==> src/rtl/xor_parity_pkg.sv <==
// Shared mode encoding, stage-1 record type and legal lane counts for xor_parity_acc.
package xor_parity_pkg;

  localparam logic MODE_BEAT = 1'b0;
  localparam logic MODE_ACC  = 1'b1;

  localparam int unsigned LANES_2 = 2;
  localparam int unsigned LANES_4 = 4;
  localparam int unsigned LANES_8 = 8;

  localparam int unsigned MaxWidth = 32;
  localparam int unsigned MaxPairs = LANES_8 / 2;

  // Sized for the largest legal configuration; unused pairs/bits are tied to zero.
  typedef struct packed {
    logic                               valid;
    logic                               mode;
    logic                               last;
    logic [MaxPairs-1:0][MaxWidth-1:0]  partials;
  } s1_t;

endpackage

==> src/rtl/xor_parity_stage.sv <==
// One valid/ready register slice: loads whenever empty or when its content is being consumed.
module xor_parity_stage #(
  parameter int unsigned DataWidth = 8
) (
  input  logic                 clk_i,
  input  logic                 rst_ni,
  input  logic                 in_valid_i,
  output logic                 in_ready_o,
  input  logic [DataWidth-1:0] in_data_i,
  output logic                 out_valid_o,
  input  logic                 out_ready_i,
  output logic [DataWidth-1:0] out_data_o
);

  logic                 valid_q, valid_d;
  logic [DataWidth-1:0] data_q, data_d;
  logic                 advance;

  always_comb begin
    advance = !valid_q || out_ready_i;
    valid_d = valid_q;
    data_d  = data_q;
    if (advance) begin
      valid_d = in_valid_i;
      if (in_valid_i) begin
        data_d = in_data_i;
      end
    end
  end

  always_ff @(posedge clk_i) begin
    if (!rst_ni) begin
      valid_q <= 1'b0;
      data_q  <= '0;
    end else begin
      valid_q <= valid_d;
      data_q  <= data_d;
    end
  end

  assign in_ready_o  = rst_ni && advance;
  assign out_valid_o = valid_q;
  assign out_data_o  = data_q;

endmodule

==> src/rtl/xor_parity_acc.sv <==
// Two-stage lane XOR with per-beat and frame-accumulate modes.
// Optional PAR output (XOR-reduce of Z) when XOR_PARITY_ACC_PAR_EN is defined.
module xor_parity_acc
  import xor_parity_pkg::*;
#(
  parameter int unsigned WIDTH = 8,
  parameter int unsigned LANES = 4
) (
  input  logic                   CLK,
  input  logic                   RN,
  input  logic                   IN_VALID,
  output logic                   IN_READY,
  input  logic [LANES*WIDTH-1:0] IN_DATA,
  input  logic                   IN_MODE,
  input  logic                   IN_LAST,
  input  logic                   CLEAR,
  output logic                   OUT_VALID,
  input  logic                   OUT_READY,
  output logic [WIDTH-1:0]       Z
`ifdef XOR_PARITY_ACC_PAR_EN
  ,
  output logic                   PAR
`endif
);

  localparam int unsigned Pairs = LANES / 2;
`ifdef XOR_PARITY_ACC_PAR_EN
  localparam int unsigned S2Width = WIDTH + 1;
`else
  localparam int unsigned S2Width = WIDTH;
`endif

  logic [Pairs-1:0][WIDTH-1:0]       pair_x;
  logic [MaxPairs-1:0][MaxWidth-1:0] parts;
  s1_t                               s1_in, s1_out;
  logic                              s1_valid;
  logic [MaxPairs*MaxWidth-1:0]      s1_flat;
  logic [MaxWidth-1:0]               w_full;
  logic [WIDTH-1:0]                  w;
  logic [WIDTH-1:0]                  z_next;
  logic                              s2_in_valid, s2_in_ready;
  logic [S2Width-1:0]                s2_in_data, s2_out_data;
  logic [WIDTH-1:0]                  acc_q, acc_d;

  for (genvar p = 0; p < Pairs; p++) begin : g_pair
    assign pair_x[p] = IN_DATA[2*p*WIDTH +: WIDTH] ^ IN_DATA[(2*p+1)*WIDTH +: WIDTH];
  end

  for (genvar p = 0; p < MaxPairs; p++) begin : g_parts
    if (p < Pairs) begin : g_used
      assign parts[p] = MaxWidth'(pair_x[p]);
    end else begin : g_zero
      assign parts[p] = '0;
    end
  end

  assign s1_in = {IN_VALID, IN_MODE, IN_LAST, parts};

  xor_parity_stage #(
    .DataWidth($bits(s1_t))
  ) u_s1 (
    .clk_i      (CLK),
    .rst_ni     (RN),
    .in_valid_i (IN_VALID),
    .in_ready_o (IN_READY),
    .in_data_i  (s1_in),
    .out_valid_o(s1_valid),
    .out_ready_i(s2_in_ready),
    .out_data_o (s1_out)
  );

  assign s1_flat = s1_out.partials;

  always_comb begin
    w_full = '0;
    for (int unsigned p = 0; p < MaxPairs; p++) begin
      w_full = w_full ^ s1_flat[p*MaxWidth +: MaxWidth];
    end
  end

  assign w = w_full[WIDTH-1:0];

  logic unused_s1;
  assign unused_s1 = ^{s1_out.valid, w_full};

  // Accumulation happens when the S1 beat leaves S1; CLEAR overrides any acc update that cycle.
  always_comb begin
    acc_d       = CLEAR ? '0 : acc_q;
    s2_in_valid = 1'b0;
    z_next      = w;
    if (s1_valid) begin
      if (s1_out.mode == MODE_BEAT) begin
        s2_in_valid = 1'b1;
      end else if (s1_out.last) begin
        s2_in_valid = 1'b1;
        z_next      = CLEAR ? w : (acc_q ^ w);
        if (s2_in_ready) begin
          acc_d = '0;
        end
      end else if (s2_in_ready && !CLEAR) begin
        acc_d = acc_q ^ w;
      end
    end
  end

  always_ff @(posedge CLK) begin
    if (!RN) begin
      acc_q <= '0;
    end else begin
      acc_q <= acc_d;
    end
  end

`ifdef XOR_PARITY_ACC_PAR_EN
  assign s2_in_data = {^z_next, z_next};
  assign {PAR, Z}   = s2_out_data;
`else
  assign s2_in_data = z_next;
  assign Z          = s2_out_data;
`endif

  xor_parity_stage #(
    .DataWidth(S2Width)
  ) u_s2 (
    .clk_i      (CLK),
    .rst_ni     (RN),
    .in_valid_i (s2_in_valid),
    .in_ready_o (s2_in_ready),
    .in_data_i  (s2_in_data),
    .out_valid_o(OUT_VALID),
    .out_ready_i(OUT_READY),
    .out_data_o (s2_out_data)
  );

endmodule

==> config.mk <==
export PLATFORM = sky130hd
export DESIGN_NAME = xor_parity_acc
export DESIGN_NICKNAME = d
export VERILOG_FILES = /design/src/rtl/xor_parity_pkg.sv /design/src/rtl/xor_parity_stage.sv /design/src/rtl/xor_parity_acc.sv
export SDC_FILE = /design/constraint.sdc
export NUM_CORES = 1
export LEC_CHECK = 0
export ABC_AREA = 1
export BUFFER_PORTS_ARGS = -buffer_cell sky130_fd_sc_hd__buf_2
export CORE_ASPECT_RATIO = 1.1
export CORE_MARGIN = 2
export CORE_UTILIZATION = 45
export DETAILED_ROUTE_END_ITERATION = 8
export MAX_ROUTING_LAYER = met4
export PLACE_DENSITY = 0.69
export REMOVE_ABC_BUFFERS = 1
export SETUP_SLACK_MARGIN = 0.1
export SLEW_MARGIN = 25
export SYNTH_ARGS = -nofsm -noshare
export SYNTH_HDL_FRONTEND = slang
export SYNTH_SLANG_ARGS = --single-unit
==> constraint.sdc <==
create_clock -name CLK -period 2.5 [get_ports CLK]
set_clock_uncertainty 0.1 [all_clocks]
set_input_delay 0.125 -clock CLK [delete_from_list [all_inputs] [get_ports CLK]]
set_output_delay 0.125 -clock CLK [all_outputs]
set_load 0.05 [all_outputs]
Word level (Yosys, flattened, before mapping)
Index checks and enable logic that the tools add are counted.
- muxes and demuxes: 13
- bitwise operators: 4
- reductions and logical operators: 10
- operator list (kind ; number):
    8-bit two-way mux ; 10
    8-bit bitwise XOR ; 4
    2-bit AND reduction ; 2
    1-bit logical AND ; 3
    1-bit zero test ; 3
    1-bit two-way mux ; 3
    1-bit logical OR ; 2
- bits in registers: 36
- input bits: 39
- output and inout bits: 10
- word-level logic and storage cells: 32

Longest topological paths before layout
- depth after elaboration: 8
- mapped depth: 8
- depth with buffers taken out: 8

Cells and area by module
Synthesis repeated with hierarchy kept, for this count alone.
- cell total of the unflattened synthesis: 1158
- area, all modules: 7572.3 um2
- modules (own cells, without submodules) (module ; instances ; cells an instance ; area an instance (um2) ; sequential area each (um2)):
    xor_parity_stage (u_s1) ; 1 ; 866 ; 5898.2 ; 2642.5
    xor_parity_acc ; 1 ; 233 ; 1244.9 ; 160.2
    xor_parity_stage (u_s2) ; 1 ; 59 ; 429.2 ; 180.2

Worst setup path after synthesis
No wires, ideal clock.
- path kind: register to output
- start: reg u_s2.valid_q (netlist: u_s2.out_valid_o)
- end: out IN_READY
- arrival: 1.478 ns
- data required time: 2.275 ns
- slack: 0.797 ns
- stages on the path, launching flop included: 4
- buffers on the path: 0
- cell sequence: dfxtp_1 -> nand2_2 -> inv_1 -> a21oi_1
- cells in the longest elaborated chain, start to end: 5
- ends and longest elaborated chain (element ; RTL line ; RTL):
    start: declaration ; xor_parity_stage.sv:15 ; logic valid_q, valid_d;
    start signal: assignment ; xor_parity_stage.sv:36 ; valid_q <= valid_d;
    1-bit zero test ; xor_parity_stage.sv:20 ; advance = !valid_q || out_ready_i;
    1-bit logical OR ; xor_parity_stage.sv:20 ;
    1-bit logical AND ; xor_parity_stage.sv:41 ; assign in_ready_o = rst_ni && advance;
    1-bit logical OR ; xor_parity_stage.sv:20 ;
    1-bit logical AND ; xor_parity_stage.sv:41 ;
    end: declaration ; xor_parity_acc.sv:12 ; output logic IN_READY,
No other way between the ends.

Worst setup path after layout
- start: reg u_s1.valid_q (netlist: u_s1.out_valid_o)
- end: reg u_s2.data_q[6] (netlist: u_s2.out_data_o[6])
- cells in the longest elaborated chain, start to end: 2
- elaborated cells on any way between the ends: 3
- those cells by class: mux: 2; reduce/logical: 1
- ends and longest elaborated chain (element ; RTL line ; RTL):
    start: declaration ; xor_parity_stage.sv:15 ;
    start signal: assignment ; xor_parity_stage.sv:36 ;
    1-bit two-way mux ; xor_parity_acc.sv:91 ; if (s1_valid) begin
    2-bit AND reduction (no source line) ; n/a ;
    end signal: assignment ; xor_parity_stage.sv:37 ; data_q <= data_d;
    end: declaration ; xor_parity_stage.sv:16 ; logic [DataWidth-1:0] data_q, data_d;
Parallel ways exist; a longest one is shown, timed or not.
A chain may end at the register's enable or synchronous reset.

==> flow_metrics.py <==
metrics = {
    "sta": {
        "fmax_ghz": 0.624,
        "period_minus_slack_ps": 1600,
        "fin_crit_sh_pct": 64.1,
        "worstMarginPinSlew_ps": 694,
        "whs_ps": 82.4,
        "slew_headroom_pct": 53.5,
        "hold_violations": 0,
        "finalMaxSlewViolations": 0,
        "rsz0062_at_grt": "no",
        "setup_viol": 0,
        "fin_tns_setup_ps": 0,
    },
    "run": {
        "max_cap_violations": 0,
    },
    "critical_path": {
        "path_cells": "nand2_2, nor2_1, nand2_1, nand2_1, nand3_1, nand2_1, inv_1",
        "cp_common_cell": "nand2_1",
        "worst_setup_path_start_kind": "flop",
        "critPathArrivalTime_ps": 1690,
        "crit_path_end_kind": "flop",
        "path_class": "reg -> reg",
        "cpLargestDelayFamily": "simple AND/OR/NAND/NOR gates",
        "worstPathRequired_ps": 2590,
        "cp_slowest_cell": "nor2_1",
        "cp_slowest_stage_delay_ps": 550,
        "path_max_fanout": 11,
        "path_buf_inv": 1,
    },
    "floorplanning": {
        "die_x_um": 69.4,
        "start_util_pct": 46.1,
        "dieArea_um2": 5260,
        "ios": 49,
        "die_y_um": 75.9,
        "core_um2": 4590,
        "rows": 26,
    },
    "synthesis": {
        "avgSynthCellArea_um2": 6.27,
        "synth_warnings": 0,
        "ys_seq_area_share_pct": 34.1,
        "ys_seq_elements": 36,
        "synthCells": 337,
        "syn_area_um2": 2110,
        "yosys.cell_types.count": 18,
    },
    "hold_path": {
        "hp-class": "in -> reg",
    },
    "final_layout": {
        "instances_no_fill": 441,
        "fill_cells": 483,
        "multi_input_area_um2": 1130,
        "layout_common_cells": "100 x nand2_1, 59 x nand3_1, 48 x buf_2",
        "seqCellArea_um2": 721,
        "layout-drive-gt1-share_pct": 16.9,
        "final_common_cell": "nand2_1",
        "nNetsFinal": 424,
        "final_util_pct": 54.4,
        "syn_to_final_growth_pct": 17.9,
        "n_antenna_cell": 0,
    },
    "clock_tree": {
        "cts_htree_levels": 2,
        "clk-insertion-delay-late_ps": 290,
        "clockBufferDepth": 2,
        "cts.sinks": 36,
        "clkTransAtPathRegs_ps": 70,
        "clockRootBuffer": "clkbuf_8",
        "cts_tree": "yes",
        "post_cts_resized": 0,
        "numCtsBuffers": 5,
    },
    "placed_design": {
        "dp_cells": 432,
        "gp_congestion": 0.789,
        "port_buffers": 48,
        "dp_hpwl_mm": 3.11,
    },
    "route": {
        "wl_per_cell_um": 10.0,
        "drt_first_iter_violations": 93,
        "drtAntennaViolNets": 0,
        "vias": 2076,
        "drc": 0,
        "finalWirelength_mm": 4.41,
        "viasPerCell": 4.71,
        "dr.pass1.iters": 4,
    },
    "power": {
        "p_leak_uw": 0.00122,
        "ir_worst_vdd_uv": 229,
        "p_per_area_nw_per_um2": 570,
    },
    "global_routing": {
        "overflow": 0,
        "grt_antenna_before_repair": 0,
        "grt_pass1_wl_mm": 7.82,
        "grt_max_degree": 37,
        "grt_pass1_vias": 1885,
        "grt_util_all_layers_pct": 19.0,
    },
    "outcome": {
        "status": "finished, final reports clean",
    },
}
==> flip-flops by register name, indices dropped and copies added, names as in the netlist <==
register,cells
u_s2.out_valid_o,1
u_s1.out_valid_o,1
acc_q,8
u_s1.out_data_o,18
u_s2.out_data_o,8
==> final cells by class <==
class                           count  area share (%)
Clock buffer                        7            3.86
Inverter                           50            7.58
Multi-Input combinational cell    239            45.5
Sequential cell                    36            28.9
Tap cell                           56            2.81
Timing Repair Buffer               53            11.3
==> synth_stat cells <==
cell | count | area share, %
nand2_1 | 100 | 18
buf_2 | 5 | 1.2
buf_6 | 1 | 0.53
buf_1 | 1 | 0.18
inv_2 | 1 | 0.18
nand2_2 | 3 | 0.89
clkinv_1 | 1 | 0.18
buf_4 | 3 | 1.1
nand3_1 | 59 | 14
nor2_8 | 1 | 0.95
clkbuf_1 | 2 | 0.36
clkinv_2 | 1 | 0.24
nand3_4 | 1 | 0.83
inv_1 | 47 | 8.3
xnor2_1 | 16 | 6.6
dfxtp_1 | 36 | 34
nor2_1 | 22 | 3.9
a21oi_1 | 37 | 8.8
==> logic make-up after synthesis <==
logic type | count (synthesis) | share of synthesized area (%)
AOI/OAI and AO/OA | 37 | 8.76
xor gates and xnor gates | 16 | 6.63
buffers and inverters | 62 | 12.2
DFF | 36 | 34.1
and+or+nand+nor | 186 | 38.3
==> what timing repair did <==
item                                    CTS  global route
endpoints found under the hold margin     2             0
buffers inserted                          0             0
endpoints found under the setup margin    0             0
hold buffers                              2             0
==> worst register-to-register path: stages (launching register included) <==
cell     delay [ps]
dfxtp_1         400
nand2_2          90
nor2_1          550
nand2_1         120
nand2_1          90
nand3_1          60
nand2_1          60
inv_1            30
==> through the flow <==
stage	power, µW	setup WS (ps)	area (µm²)
finish	1420	899	2490
CTS	1440	866	2490
floorplan	888	797	2040
detailed placement	988	881	2380
global route	1510	758	2490
global placement	980	923	2380
==> metal layers <==
layer	wire [µm]	part of all wire (%)	vias up	track usage, %
met5	0	0	-	-
met4	85	1.9	0	8.28
met3	162	3.7	7	3.44
met2	2080	47	39	33.9
met1	2080	47	884	21.1
li1	-	-	1146	-
==> where the power goes <==
part / switching (µW) / internal (µW)
Sequential: 30.9 / 613
Combinational: 206 / 125
Clock: 201 / 245
==> final timing paths <==
path | startpoint | end | slack, ps | cells after the start
hold reg to reg | u_s1.out_data_o[128] | u_s1.out_data_o[128] | 400 | 2
hold / removal | RN | u_s1.out_data_o[36] | 80 | 3
setup / recovery | u_s1.out_valid_o | u_s2.out_data_o[6] | 900 | 7
setup reg to reg | u_s1.out_valid_o | u_s2.out_data_o[6] | 900 | 7
No activity file was read; power rests on OpenSTA's default activity.
